<file path="src/rtl/layer_tile_scheduler.sv">
`default_nettype none
// ============================================================================
// Module   : layer_tile_scheduler
// Purpose  : Walks one convolution layer tile by tile (filter group, output
//            row, column tile) and hands each tile's bases to the controller.
// Revision : 1.0 - initial release
// ============================================================================

module layer_tile_scheduler #(
    parameter int SYSTOLIC_SIZE    = 16,
    parameter int IFM_SIZE         = 416,
    parameter int OFM_SIZE         = 414,
    parameter int NO_FILTER        = 16,
    parameter int WGT_GROUP_STRIDE = 27,
    parameter int IFM_ADDR_WIDTH   = 19,
    parameter int WGT_ADDR_WIDTH   = 9,
    parameter int OFM_ADDR_WIDTH   = 22
) (
    input  logic                                 clk,
    input  logic                                 rst_n,
    input  logic                                 layer_start,
    input  logic                                 tile_done,
    output logic                                 tile_start,
    output logic [IFM_ADDR_WIDTH-1:0]            ifm_base,
    output logic [WGT_ADDR_WIDTH-1:0]            wgt_base,
    output logic [OFM_ADDR_WIDTH-1:0]            ofm_base,
    output logic [$clog2(SYSTOLIC_SIZE+1)-1:0]   tile_valid_cols,
    output logic                                 busy,
    output logic                                 layer_done
);

    localparam int     c_col_tiles      = (OFM_SIZE + SYSTOLIC_SIZE - 1) / SYSTOLIC_SIZE;
    localparam int     c_fgroups        = (NO_FILTER + SYSTOLIC_SIZE - 1) / SYSTOLIC_SIZE;
    localparam int     c_last_cols      = OFM_SIZE - (c_col_tiles - 1) * SYSTOLIC_SIZE;
    localparam int     c_cols_w         = $clog2(SYSTOLIC_SIZE + 1);
    localparam int     c_fg_w           = (c_fgroups > 1) ? $clog2(c_fgroups) : 1;
    localparam int     c_row_w          = (OFM_SIZE > 1) ? $clog2(OFM_SIZE) : 1;
    localparam int     c_ct_w           = (c_col_tiles > 1) ? $clog2(c_col_tiles) : 1;
    localparam longint c_ofm_grp_stride = longint'(SYSTOLIC_SIZE) * OFM_SIZE * OFM_SIZE;

    // Address widths are parameters; a configuration whose largest base does
    // not fit the chosen width is a parameter error and wraps silently.
    localparam logic [IFM_ADDR_WIDTH-1:0] c_ifm_row_step = IFM_ADDR_WIDTH'(IFM_SIZE);
    localparam logic [IFM_ADDR_WIDTH-1:0] c_ifm_col_step = IFM_ADDR_WIDTH'(SYSTOLIC_SIZE);
    localparam logic [OFM_ADDR_WIDTH-1:0] c_ofm_row_step = OFM_ADDR_WIDTH'(OFM_SIZE);
    localparam logic [OFM_ADDR_WIDTH-1:0] c_ofm_col_step = OFM_ADDR_WIDTH'(SYSTOLIC_SIZE);
    localparam logic [OFM_ADDR_WIDTH-1:0] c_ofm_grp_step = OFM_ADDR_WIDTH'(c_ofm_grp_stride);
    localparam logic [WGT_ADDR_WIDTH-1:0] c_wgt_step     = WGT_ADDR_WIDTH'(WGT_GROUP_STRIDE);

    localparam logic [c_fg_w-1:0]   c_fg_last  = c_fg_w'(c_fgroups - 1);
    localparam logic [c_row_w-1:0]  c_row_last = c_row_w'(OFM_SIZE - 1);
    localparam logic [c_ct_w-1:0]   c_ct_last  = c_ct_w'(c_col_tiles - 1);
    localparam logic [c_ct_w-1:0]   c_ct_pen   = c_ct_w'((c_col_tiles > 1) ? c_col_tiles - 2 : 0);

    localparam logic [c_cols_w-1:0] c_cols_full  = c_cols_w'(SYSTOLIC_SIZE);
    localparam logic [c_cols_w-1:0] c_cols_last  = c_cols_w'(c_last_cols);
    localparam logic [c_cols_w-1:0] c_cols_first = (c_col_tiles == 1) ? c_cols_last : c_cols_full;

    typedef enum logic [2:0] {
        S_IDLE    = 3'd0,
        S_ISSUE   = 3'd1,
        S_WAIT    = 3'd2,
        S_ADVANCE = 3'd3,
        S_DONE    = 3'd4
    } state_t;

    state_t                  r_state;
    logic [c_fg_w-1:0]       r_fg;
    logic [c_row_w-1:0]      r_row;
    logic [c_ct_w-1:0]       r_ct;
    logic [IFM_ADDR_WIDTH-1:0] r_ifm_row_base;
    logic [OFM_ADDR_WIDTH-1:0] r_ofm_row_base;
    logic [OFM_ADDR_WIDTH-1:0] r_ofm_grp_base;

    logic                      w_ct_last;
    logic                      w_row_last;
    logic                      w_fg_last;
    logic [IFM_ADDR_WIDTH-1:0] w_ifm_next_row;
    logic [OFM_ADDR_WIDTH-1:0] w_ofm_next_row;
    logic [OFM_ADDR_WIDTH-1:0] w_ofm_next_grp;

    assign w_ct_last      = (r_ct == c_ct_last);
    assign w_row_last     = (r_row == c_row_last);
    assign w_fg_last      = (r_fg == c_fg_last);
    assign w_ifm_next_row = r_ifm_row_base + c_ifm_row_step;
    assign w_ofm_next_row = r_ofm_row_base + c_ofm_row_step;
    assign w_ofm_next_grp = r_ofm_grp_base + c_ofm_grp_step;

    always_ff @(posedge clk or negedge rst_n) begin
        if (!rst_n) begin
            r_state         <= S_IDLE;
            r_fg            <= '0;
            r_row           <= '0;
            r_ct            <= '0;
            r_ifm_row_base  <= '0;
            r_ofm_row_base  <= '0;
            r_ofm_grp_base  <= '0;
            ifm_base        <= '0;
            wgt_base        <= '0;
            ofm_base        <= '0;
            tile_valid_cols <= c_cols_first;
            tile_start      <= 1'b0;
            busy            <= 1'b0;
            layer_done      <= 1'b0;
        end else begin
            case (r_state)
                S_IDLE: begin
                    if (layer_start) begin
                        r_state    <= S_ISSUE;
                        tile_start <= 1'b1;
                        busy       <= 1'b1;
                    end
                end
                S_ISSUE: begin
                    tile_start <= 1'b0;
                    r_state    <= S_WAIT;
                end
                S_WAIT: begin
                    if (tile_done) begin
                        r_state <= S_ADVANCE;
                    end
                end
                S_ADVANCE: begin
                    if (w_ct_last && w_row_last && w_fg_last) begin
                        r_state    <= S_DONE;
                        layer_done <= 1'b1;
                    end else begin
                        r_state    <= S_ISSUE;
                        tile_start <= 1'b1;
                        if (!w_ct_last) begin
                            r_ct            <= r_ct + c_ct_w'(1);
                            ifm_base        <= ifm_base + c_ifm_col_step;
                            ofm_base        <= ofm_base + c_ofm_col_step;
                            tile_valid_cols <= (r_ct == c_ct_pen) ? c_cols_last : c_cols_full;
                        end else begin
                            r_ct            <= '0;
                            tile_valid_cols <= c_cols_first;
                            if (!w_row_last) begin
                                r_row          <= r_row + c_row_w'(1);
                                r_ifm_row_base <= w_ifm_next_row;
                                ifm_base       <= w_ifm_next_row;
                                r_ofm_row_base <= w_ofm_next_row;
                                ofm_base       <= w_ofm_next_row;
                            end else begin
                                // New filter group: OFM jumps to the next plane set, IFM restarts
                                r_row          <= '0;
                                r_fg           <= r_fg + c_fg_w'(1);
                                r_ifm_row_base <= '0;
                                ifm_base       <= '0;
                                r_ofm_grp_base <= w_ofm_next_grp;
                                r_ofm_row_base <= w_ofm_next_grp;
                                ofm_base       <= w_ofm_next_grp;
                                wgt_base       <= wgt_base + c_wgt_step;
                            end
                        end
                    end
                end
                S_DONE: begin
                    r_state         <= S_IDLE;
                    layer_done      <= 1'b0;
                    busy            <= 1'b0;
                    r_fg            <= '0;
                    r_row           <= '0;
                    r_ct            <= '0;
                    r_ifm_row_base  <= '0;
                    r_ofm_row_base  <= '0;
                    r_ofm_grp_base  <= '0;
                    ifm_base        <= '0;
                    wgt_base        <= '0;
                    ofm_base        <= '0;
                    tile_valid_cols <= c_cols_first;
                end
                default: begin
                    r_state <= S_IDLE;
                end
            endcase
        end
    end

endmodule

`default_nettype wire

</file>
<file path="config.mk">
export PLATFORM = sky130hd
export DESIGN_NAME = layer_tile_scheduler
export DESIGN_NICKNAME = d
export VERILOG_FILES = /design/src/rtl/layer_tile_scheduler.sv
export SDC_FILE = /design/constraint.sdc
export NUM_CORES = 1
export LEC_CHECK = 0
export CAP_MARGIN = 10
export CORE_MARGIN = 2
export CORE_UTILIZATION = 45
export CTS_CLUSTER_SIZE = 20
export DETAILED_ROUTE_END_ITERATION = 12
export HOLD_SLACK_MARGIN = 0.08
export PLACE_DENSITY = 0.67
export SYNTH_ARGS = -nofsm -noshare
export SYNTH_HDL_FRONTEND = slang
export SYNTH_SLANG_ARGS = --single-unit
</file>
<file path="constraint.sdc">
create_clock -name clk -period 2 [get_ports clk]
set_clock_uncertainty 0.1 [all_clocks]
set_input_delay 0.4 -clock clk [delete_from_list [all_inputs] [get_ports clk]]
set_output_delay 0.4 -clock clk [all_outputs]
set_load 0.02 [all_outputs]
</file>
==> run_results.csv <==
group,metric,value,unit
status,status,"finished with violations",
status,violations,"negative setup slack",
global_route,grt_max_degree,63,
power_and_ir_drop,total_power,8.70,mW
logic_synthesis,ys_ff_latch,130,
power_and_ir_drop,p_leak,5.32,nW
global_route,grt_util_met1,0.355,
floorplan,coreArea,15900,sq um
cells_and_area,layout-drive-gt1-share,0.360,
timing,tightest_slew,0.526,ns
worst_setup_path,cp-start-kind,"flop",
floorplan,die_w,132,um
worst_setup_path,crit_slowest_cell,"dfrtp_1",
floorplan,die-area,17400,sq um
timing,timing.fmax,466,MHz
logic_synthesis,synth_largest_area_cell,"dfrtp_1",
logic_synthesis,synth_area,7340,sq um
detailed_routing,viasPerCell,6.33,
worst_setup_path,end_kind,"flop",
detailed_routing,firstDrtPassIters,5,
logic_synthesis,async_reset_ff_frac,1.00,
logic_synthesis,yosysTopAreaCellShare,0.440,
detailed_routing,post_drt_wl_per_cell,21.1,um
global_route,grtUsageTotal,0.264,
global_route,use_met2,0.414,
detailed_routing,vias,8031,
logic_synthesis,synth_warnings,0,
placed_design,post-place-ws,-0.195,ns
clocking,cts_tree,"built",
worst_setup_path,ff2ff_setup_slack,-0.15,ns
clocking,ctsLongestPathBuffers,2,
floorplan,num_rows,46,
placed_design,place.gp.congestion,0.865,
detailed_routing,ant_nets,0,
worst_setup_path,r2r_start,"r_row[1]$_DFFE_PN0P_",
global_route,grt_busiest_layer,"met2",
timing,relSlewSlack,0.647,
flow_run,cap_viol_max_count,0,
placed_design,port_buffers,60,
power_and_ir_drop,ir_drop,0.589,mV
worst_setup_path,cp_slowest_stage_delay,0.39,ns
timing,finalCritPeriodShare,1.07,
timing,maxSlewViolCount,0,
logic_synthesis,synth_seq_area_share,0.443,
clocking,clk_latency,0.43,ns
timing,finalHoldViolations,0,
timing,final-setup-viol-count,74,
global_route,antenna_found_initial,0,
global_route,grt_pass1_wl,37200,um
timing,rsz0062_at_grt,"true",
global_route,grt_pass1_vias,7325,
cells_and_area,diodes,0,
detailed_routing,drt_wl_total,26700,um
logic_synthesis,synth_area_per_cell,8.95,sq um
detailed_routing,drt_iter0_drc,744,
power_and_ir_drop,power_density,774,nW/um^2
clocking,cts.clk_slew.worst_paths,0.06,ns
logic_synthesis,synthTopCellsByArea,"dfrtp_1 44%, o21ai_0 6.7%, nand2_1 4.4%",
floorplan,die_h,132,um
cells_and_area,layout.nets,1055,
placed_design,hpwl,15400,um
clocking,cts_max_level,4,
floorplan,pin_count,62,
timing,fin_ws,-0.147,ns
worst_setup_path,r2r_cells,9,
global_route,grt_overflow,0,
floorplan,start_util,0.461,
logic_synthesis,synth_flop_cell,"dfrtp_1",
worst_setup_path,crit_family,"buffers and inverters",
logic_synthesis,synth_edf_count,0,
timing,fin_crit,2.15,ns
detailed_routing,drc,0,
logic_synthesis,synth_cells,821,
logic_synthesis,synth_fp_nets,836,
clocking,cts.root.buffer_cell,"clkbuf_16",
worst_setup_path,critPathArrivalTime,2.40,ns
logic_synthesis,yosysUniqueCellTypes,69,
worst_hold_path,hold_path_class,"in2async",
worst_setup_path,path_class,"reg2reg",
worst_setup_path,worstReg2RegEnd,"r_ifm_row_base[5]$_DFFE_PN0P_",
clocking,cts.sinks,130,
clocking,cts_buffers,17,
worst_setup_path,path_buf_inv,3,
worst_setup_path,required,2.25,ns
worst_setup_path,crit_fanout,7,
worst_setup_path,path_cells,"inv_2 > ha_4 > and4b_2 > nand3_4 > a21oi_4 > buf_6 > clkbuf_16 > nand2_2 > o21ai_1",
global_route,grt_use_met3,0.0550,
cells_and_area,syn_to_final_growth,53.1,%
[through the flow]
| step | area (sq um) | hold WS [ns] | cells | TNS (ns) | utilization |
|---|---|---|---|---|---|
| detailed placement | 9190 | 0.232 | 1187 | -4.33 | 0.576 |
| floorplan | 7380 | 0.00441 | 821 | -0.0698 | - |
| global route | 11200 | 0.358 | 1269 | -14.47 | 0.705 |
| finish | 11200 | 0.335 | 1269 | -5.06 | 0.705 |
| CTS | 10000 | 0.342 | 1228 | -0.243 | 0.629 |
| global placement | 9190 | 0.224 | 1187 | -0.896 | 0.576 |
[routing by layer]
metal,vias to the layer above,wire length [um]
met2,466,12700
met5,-,0
met1,3960,10700
met3,108,2090
met4,0,1220
li1,3497,-
[flip-flops by register name, summed over array words and instances (netlist names), 2 cells and up]
signal,cells
ifm_base,19
ofm_base,22
r_ct,5
r_ifm_row_base,19
r_ofm_grp_base,16
r_ofm_row_base,22
r_row,9
r_state,3
tile_valid_cols,2
wgt_base,9
[worst max-delay path by stage]
stage                                   from                       endpoint  slack [ns]  cells past startpoint
6_report                r_row[1]$_DFFE_PN0P_  r_ifm_row_base[5]$_DFFE_PN0P_       -0.15                      9
5_1_grt                 r_row[1]$_DFFE_PN0P_  r_ifm_row_base[5]$_DFFE_PN0P_       -0.25                      9
4_1_cts                 r_row[1]$_DFFE_PN0P_        wgt_base[6]$_DFFE_PN0P_       -0.09                      8
3_5_place_dp             r_ct[1]$_DFFE_PN0P_        wgt_base[8]$_DFFE_PN0P_       -0.19                      7
3_3_place_gp            r_row[1]$_DFFE_PN0P_        ifm_base[6]$_DFFE_PN0P_       -0.08                      8
2_1_floorplan  r_ofm_grp_base[6]$_DFFE_PN0P_       ofm_base[20]$_DFFE_PN0P_       -0.03                      7
[cell usage after synthesis, types with 4 or more instances]
master / n
o21a_1: 7
o31a_1: 6
o31ai_1: 29
nand4_1: 16
clkbuf_1: 33
a22o_1: 4
xor2_1: 24
and4_1: 7
a21oi_1: 37
and3_1: 15
o22ai_1: 9
and4b_1: 4
a211oi_1: 9
nand2_1: 86
nor3b_1: 5
o211ai_1: 5
a21o_1: 7
ha_1: 11
nor2_1: 55
nand3_1: 30
or4_1: 6
a211o_1: 4
a31oi_1: 8
inv_1: 21
or3_1: 9
o21ai_0: 98
dfrtp_1: 129
and2_1: 9
o221ai_1: 7
nor4_1: 9
xnor2_1: 12
nor3_1: 35
buf_2: 14
[final cells by class]
| class | count | area [sq um] |
|---|---|---|
| Sequential cell | 130 | 3260 |
| Multi-Input combinational cell | 619 | 4560 |
| Inverter | 21 | 78.8 |
| Timing Repair Buffer | 251 | 2470 |
| Tap cell | 216 | 270 |
| Clock buffer | 23 | 468 |
| Clock inverter | 9 | 130 |
| Fill cell | 1130 | 4700 |
[kinds of logic after synthesis]
| family | after synthesis | synth area share |
|---|---|---|
| DFF | 130 | 0.443 |
| and+or+nand+nor | 306 | 0.221 |
| muxes | 2 | 0.00273 |
| other | 1 | 0.000511 |
| xor gates and xnor gates | 36 | 0.0429 |
| adders and majority gates | 11 | 0.0187 |
| AOI/OAI and AO/OA | 263 | 0.229 |
| buffers and inverters | 72 | 0.0417 |
[cell usage in the layout (no fill, tap or decap), types with 6 or more instances in the layout]
cell	netlist	layout
o31ai_2	0	8
nor2_1	55	49
o31a_1	6	6
clkdlybuf4s50_1	0	25
a21oi_2	2	11
nor3_1	35	27
nand2_2	0	15
dlymetal6s2s_1	0	19
o31ai_1	29	18
o22ai_1	9	7
or3_1	9	8
o221ai_2	0	6
o21ai_1	3	37
dlygate4sd2_1	0	15
clkbuf_16	0	24
o21a_1	7	6
xnor2_1	12	12
buf_6	1	24
nand2_1	86	63
nand4_1	16	16
nor3_2	2	8
buf_12	0	12
inv_1	21	17
buf_4	3	142
a21oi_1	37	25
a21o_1	7	7
nand3_1	30	29
and3_1	15	15
nor4_1	9	6
and4_1	7	7
o21ai_0	98	38
dfrtp_1	129	126
xor2_1	24	24
nand2_4	0	8
ha_1	11	7
and2_4	0	7
a31oi_1	8	8
o21ai_2	0	22
[where the power goes]
part	total (mW)	switching, mW	internal (mW)	leakage, nW
clock network	3.25	1.23	2.02	0.279
logic	2.48	1.36	1.12	3.26
registers	2.97	0.180	2.79	1.78
total	8.70	2.77	5.93	5.32
[what timing repair did]
action | in CTS | in global routing
pin swaps | 11 | 66
resized for setup | 48 | 252
endpoints found under the hold margin | 21 | 0
setup endpoints to repair | 109 | 123
setup buffers | 6 | 30
gates cloned | 2 | 11
hold buffers | 1 | 0
No activity file was read; power rests on OpenSTA's default activity.
